$ cat src/rtl/id_decode_stage.sv
// id_decode_stage: IF->EX decode stage with a 2-entry skid buffer.
// Define ID_ILLEGAL_TRAP_EN to pass illegal words to EX flagged by ex_illegal.
package id_decode_pkg;
  localparam logic [2:0] INST_R    = 3'd0;
  localparam logic [2:0] INST_I    = 3'd1;
  localparam logic [2:0] INST_S    = 3'd2;
  localparam logic [2:0] INST_B    = 3'd3;
  localparam logic [2:0] INST_U    = 3'd4;
  localparam logic [2:0] INST_J    = 3'd5;
  localparam logic [2:0] ILLEGAL_T = 3'b111;
endpackage

module id_sext
  import id_decode_pkg::*;
(
  input  logic [24:0] imm_in_i,
  input  logic [2:0]  type_i,
  input  logic        shift_i,
  output logic [31:0] imm_o
);
  // imm_in_i[k] is inst[k+7]
  always_comb begin
    imm_o = '0;
    unique case (type_i)
      INST_I:
        if (shift_i) imm_o = {27'd0, imm_in_i[17:13]};
        else imm_o = {{20{imm_in_i[24]}}, imm_in_i[24:13]};
      INST_S:
        imm_o = {{20{imm_in_i[24]}}, imm_in_i[24:18],
                 imm_in_i[4:0]};
      INST_B:
        imm_o = {{19{imm_in_i[24]}}, imm_in_i[24], imm_in_i[0],
                 imm_in_i[23:18], imm_in_i[4:1], 1'b0};
      INST_U:
        imm_o = {{12{imm_in_i[24]}}, imm_in_i[24:5]};
      INST_J:
        imm_o = {{12{imm_in_i[24]}}, imm_in_i[24], imm_in_i[12:5],
                 imm_in_i[13], imm_in_i[23:14]};
      default: imm_o = '0;
    endcase
  end
endmodule

module id_decode_stage
  import id_decode_pkg::*;
#(
  parameter int unsigned PC_W     = 32,
  parameter logic [31:0] NOP_INST = 32'h0000_0013
) (
  input  logic            clk,
  input  logic            rst,
  input  logic            flush,
  input  logic            if_valid,
  output logic            if_ready,
  input  logic [31:0]     if_inst,
  input  logic [PC_W-1:0] if_pc,
  output logic            ex_valid,
  input  logic            ex_ready,
  output logic [PC_W-1:0] ex_pc,
  output logic [31:0]     ex_inst,
  output logic [2:0]      ex_inst_type,
  output logic [31:0]     ex_imm,
  output logic [4:0]      ex_rs1,
  output logic [4:0]      ex_rs2,
  output logic [4:0]      ex_rd
`ifdef ID_ILLEGAL_TRAP_EN
  ,
  output logic            ex_illegal
`endif
);
  typedef struct packed {
    logic [PC_W-1:0] pc;
    logic [31:0]     inst;
    logic [2:0]      typ;
    logic [31:0]     imm;
    logic [4:0]      rs1;
    logic [4:0]      rs2;
    logic [4:0]      rd;
  } ent_t;

  typedef enum logic [1:0] {EMPTY, FULL, SKID} state_t;

  localparam ent_t RST_ENT = '{pc: '0, inst: NOP_INST,
                               typ: INST_I, imm: '0,
                               rs1: '0, rs2: '0, rd: '0};

  state_t      state_q, state_d;
  logic        rdy_q;
  ent_t        head_q, skid_q, dec;
  logic [2:0]  dec_type;
  logic        dec_shift;
  logic [31:0] sext_imm;
  logic        push, pop;

  assign push = if_valid & rdy_q;
  assign pop  = ex_valid & ex_ready;

  always_comb begin
    dec_type  = ILLEGAL_T;
    dec_shift = 1'b0;
    unique case (if_inst[6:0])
      7'b0110011: dec_type = INST_R;
      7'b0010011: begin
        dec_type  = INST_I;
        dec_shift = (if_inst[14:12] == 3'b001) |
                    (if_inst[14:12] == 3'b101);
      end
      7'b0000011, 7'b1100111,
      7'b1110011, 7'b0001111: dec_type = INST_I;
      7'b0100011: dec_type = INST_S;
      7'b1100011: dec_type = INST_B;
      7'b0110111, 7'b0010111: dec_type = INST_U;
      7'b1101111: dec_type = INST_J;
      default: dec_type = ILLEGAL_T;
    endcase
  end

  id_sext u_sext (
    .imm_in_i (if_inst[31:7]),
    .type_i   (dec_type),
    .shift_i  (dec_shift),
    .imm_o    (sext_imm)
  );

  always_comb begin
    dec.pc   = if_pc;
    dec.inst = if_inst;
    dec.typ  = dec_type;
    dec.imm  = sext_imm;
    dec.rs1  = if_inst[19:15];
    dec.rs2  = if_inst[24:20];
    dec.rd   = if_inst[11:7];
`ifndef ID_ILLEGAL_TRAP_EN
    // Unknown opcodes become a harmless NOP
    if (dec_type == ILLEGAL_T) begin
      dec.inst = NOP_INST;
      dec.typ  = INST_I;
      dec.imm  = '0;
      dec.rs1  = NOP_INST[19:15];
      dec.rs2  = NOP_INST[24:20];
      dec.rd   = NOP_INST[11:7];
    end
`endif
  end

  always_comb begin
    state_d = state_q;
    unique case (state_q)
      EMPTY: if (push) state_d = FULL;
      FULL: begin
        if (push && !pop) state_d = SKID;
        else if (pop && !push) state_d = EMPTY;
      end
      SKID: if (pop) state_d = FULL;
      default: state_d = EMPTY;
    endcase
    if (flush) state_d = EMPTY;
  end

  always_ff @(posedge clk) begin
    if (rst) begin
      state_q <= EMPTY;
      rdy_q   <= 1'b0;
      head_q  <= RST_ENT;
      skid_q  <= RST_ENT;
    end else begin
      state_q <= state_d;
      rdy_q   <= (state_d != SKID);
      if (!flush) begin
        if (push && (state_q == EMPTY || pop)) head_q <= dec;
        else if (pop && state_q == SKID) head_q <= skid_q;
        if (push && !pop && state_q == FULL) skid_q <= dec;
      end
    end
  end

  assign if_ready     = rdy_q;
  assign ex_valid     = (state_q != EMPTY);
  assign ex_pc        = head_q.pc;
  assign ex_inst      = head_q.inst;
  assign ex_inst_type = head_q.typ;
  assign ex_imm       = head_q.imm;
  assign ex_rs1       = head_q.rs1;
  assign ex_rs2       = head_q.rs2;
  assign ex_rd        = head_q.rd;
`ifdef ID_ILLEGAL_TRAP_EN
  assign ex_illegal   = (head_q.typ == ILLEGAL_T) |
                        (head_q.inst[1:0] != 2'b11);
`endif
endmodule

$ cat config.mk
export PLATFORM = sky130hd
export DESIGN_NAME = id_decode_stage
export DESIGN_NICKNAME = d
export VERILOG_FILES = /design/src/rtl/id_decode_stage.sv
export SDC_FILE = /design/constraint.sdc
export NUM_CORES = 1
export LEC_CHECK = 0
export BUFFER_PORTS_ARGS = -buffer_cell sky130_fd_sc_hd__buf_2
export CORE_UTILIZATION = 50
export CTS_CLUSTER_SIZE = 28
export DETAILED_ROUTE_END_ITERATION = 8
export PLACE_DENSITY_LB_ADDON = 0.2
export SYNTH_ARGS = -nofsm -noshare
export SYNTH_HDL_FRONTEND = slang
export SYNTH_SLANG_ARGS = --single-unit
$ cat constraint.sdc
create_clock -name clk -period 2.64 [get_ports clk]
set_clock_uncertainty 0.1 [all_clocks]
set_input_delay 0 -clock clk [delete_from_list [all_inputs] [get_ports clk]]
set_output_delay 0 -clock clk [all_outputs]
set_load 0.03 [all_outputs]
==> impl_metrics.ini <==
[synth]
ys_seq_area_frac = 0.454
synthFlopType = dfxtp_1
synth_fa_ha_area_frac = 0
synth-seq-cells = 177
synth_nets = 1017
synth_xor_area_frac = 0.00112
synth_cell_types = 58
synth_simple_gate_area_frac = 0.177
synth_top_area_frac = 0.454
synth_compound_area_frac = 0.292
syn_avg_cell_area_sq_um = 8.24
synth_mux_area_frac = 0
synth_most_common_cell = dfxtp_1
syn_area_sq_um = 7810
async_flop_share = 0
synth_top_family_by_area = compound AO/OA/AOI/OAI gates
yosys.area.top_type = dfxtp_1
yosys_warnings = 0
yosys-top-cells-area = dfxtp_1 (45%), a21oi_1 (7.4%), nand2_1 (6.7%)
synthTopCellsByCount = dfxtp_1 (177), nand2_1 (139), a21oi_1 (115)
synth_enable_flop_cells = 0
synth_cells = 948

[cts]
cts.sinks = 177
cts-buffers-inserted = 17
clockRootBuffer = clkbuf_16
clock_latency_ns = 0.44
postCtsSetupRepairBufs = 0
cts_tree = yes
clk_pin_slew_ns = 0.07
cts_buffer_depth = 2
cts_max_level = 4

[place]
dp_cells = 1226
gp_congestion = 0.942
io_buffers = 184
dpl.hpwl_microns = 14400

[finish]
area_growth_pct = 26.9
fill_cells = 1301
ff_latch_area_sq_um = 3540
num_antenna_cells = 0
finalNonFillerCells = 1323
multiInputGateArea_sq_um = 3700
drive_gt1_frac = 0.219
nets = 1191

[sta]
worstMarginPinSlew_ns = 0.810
fin_crit_ns = 2.26
clock.fmax_ghz = 0.443
holdWs_ns = 0.0190
totalNegativeSetupSlack_ns = 0
rsz0062_at_grt = false
hold_viol = 0
relSlewSlack = 0.460
setup_viol = 0
finalCritPeriodShare = 0.855
drv_slew = 0

[global_route]
grt_pass1_wl_microns = 37600
gr-total-overflow = 0
antenna_found_initial = 0
top_usage_layer = met2
grt.met3_usage = 0.0704
grtUsageMet1 = 0.418
grt_pass1_vias = 7109
grt_max_degree = 108
grt_usage = 0.292
grtUsageMet2 = 0.421

[power]
power.density_nw_per_um2 = 600
clkPwrFrac = 0.426
vdd_ir_drop_max_mv = 0.481
fin_total_pwr_mw = 5.94
internal-power_mw = 4.35
p_switching_mw = 1.59
seq_power_share = 0.459
p_leak_nw = 3.79
pwr-share-comb = 0.114
sw_frac_of_total = 0.268

[drt]
first_pass_iters = 7
via_per_inst = 6.01
vias = 7946
initialDrtViolationCount = 783
antenna_left = 0
remaining_drc_errors = 0
wl_per_cell_microns = 17.8
wirelength_microns = 23500

[floorplanning]
fp.dieH_microns = 127
start_util = 0.514
io_pins = 185
core_area_sq_um = 15200
dieWidth_microns = 127
rows = 45
die-area_sq_um = 16100

[job]
drv_cap = 0

[min_path]
hold_path_class = in2reg
hold_depth = 5

[setup_path]
setup.worst_path.class = in2reg
cp_max_fo = 14
reg2reg_depth = 7
worstSetupStartpointType = primary input
cp_data_required_time_ns = 2.84
cp.arrival_ns = 2.46
endpoint_kind = flip-flop

[outcome]
outcome = completed
power by group through the flow:
| stage | clock, mW | combinational (mW) | sequential (mW) |
|---|---|---|---|
| finish | 2.54 | 0.679 | 2.73 |
| detailed placement | 0 | 0.593 | 2.79 |
| global placement | 0 | 0.592 | 2.79 |
| global route | 2.68 | 0.728 | 2.73 |
| CTS | 2.56 | 0.668 | 2.73 |
| floorplan | 0 | 0.305 | 2.86 |
per-stage QoR:
step,area [sq um],utilization,setup WS (ns)
CTS,9910,0.652,0.412
floorplan,7810,-,0.453
finish,9910,0.652,0.383
global route,9910,0.652,0.149
global placement,8670,0.571,0.483
detailed placement,8670,0.571,0.431
cell usage in the layout, fill, tap and decap left out, types with 13 or more instances in the layout:
cell type      instances
buf_2                183
dfxtp_1              177
dlygate4sd3_1         65
nor2_1                62
a21oi_1              115
buf_4                 19
o221ai_1              34
nor3_1                39
a211oi_1              16
a22o_1                28
clkbuf_16             17
o22ai_1               25
nand2_1              139
o21ai_0               54
a311oi_1              13
sequential cells by signal (all words and copies together) (netlist names):
register      cells
if_ready          1
state_q           2
ex_inst_type      3
ex_inst          32
skid_q           87
ex_pc            32
ex_imm           20
routing by layer:
layer / up-vias / wire (microns) / share of wire
met5: - / 0 / 0
met4: 0 / 658 / 0.028
met3: 64 / 1840 / 0.078
met2: 336 / 10300 / 0.44
met1: 3744 / 10700 / 0.46
li1: 3802 / - / -
timing repair:
action / 4_1_cts / 5_1_grt
hold buffers: 65 / 0
resized for setup: 0 / 0
endpoints found under the hold margin: 155 / 0
critical path: stages:
cell and delay, ns:
dlygate4sd3_1 0.53, buf_2 0.20, or4_1 0.67, o21a_1 0.28
a21boi_1 0.22, a221oi_1 0.42, a211oi_1 0.13
final timing paths:
kind / start / end / slack, ns
max: if_inst[6] / skid_q[26] / 0.38
min: if_inst[3] / skid_q[53] / 0.02
max reg2reg: state_q[1] / ex_inst[19] / 0.41
min reg2reg: skid_q[51] / skid_q[51] / 0.35
kinds of logic after synthesis:
logic type / after synthesis
flops: 177
compound gates: 345
xor+xnor: 1
buf+inv: 126
simple gates: 299
layout make-up:
type | instances | share of cell area
clock buffer | 18 | 0.0433
sequential | 177 | 0.358
clock inverter | 14 | 0.0157
timing repair buffer | 272 | 0.183
tap | 188 | 0.0237
inverter | 9 | 0.00341
multi-input combinational | 645 | 0.374
Note: power is estimated with default switching activity, not from simulation.
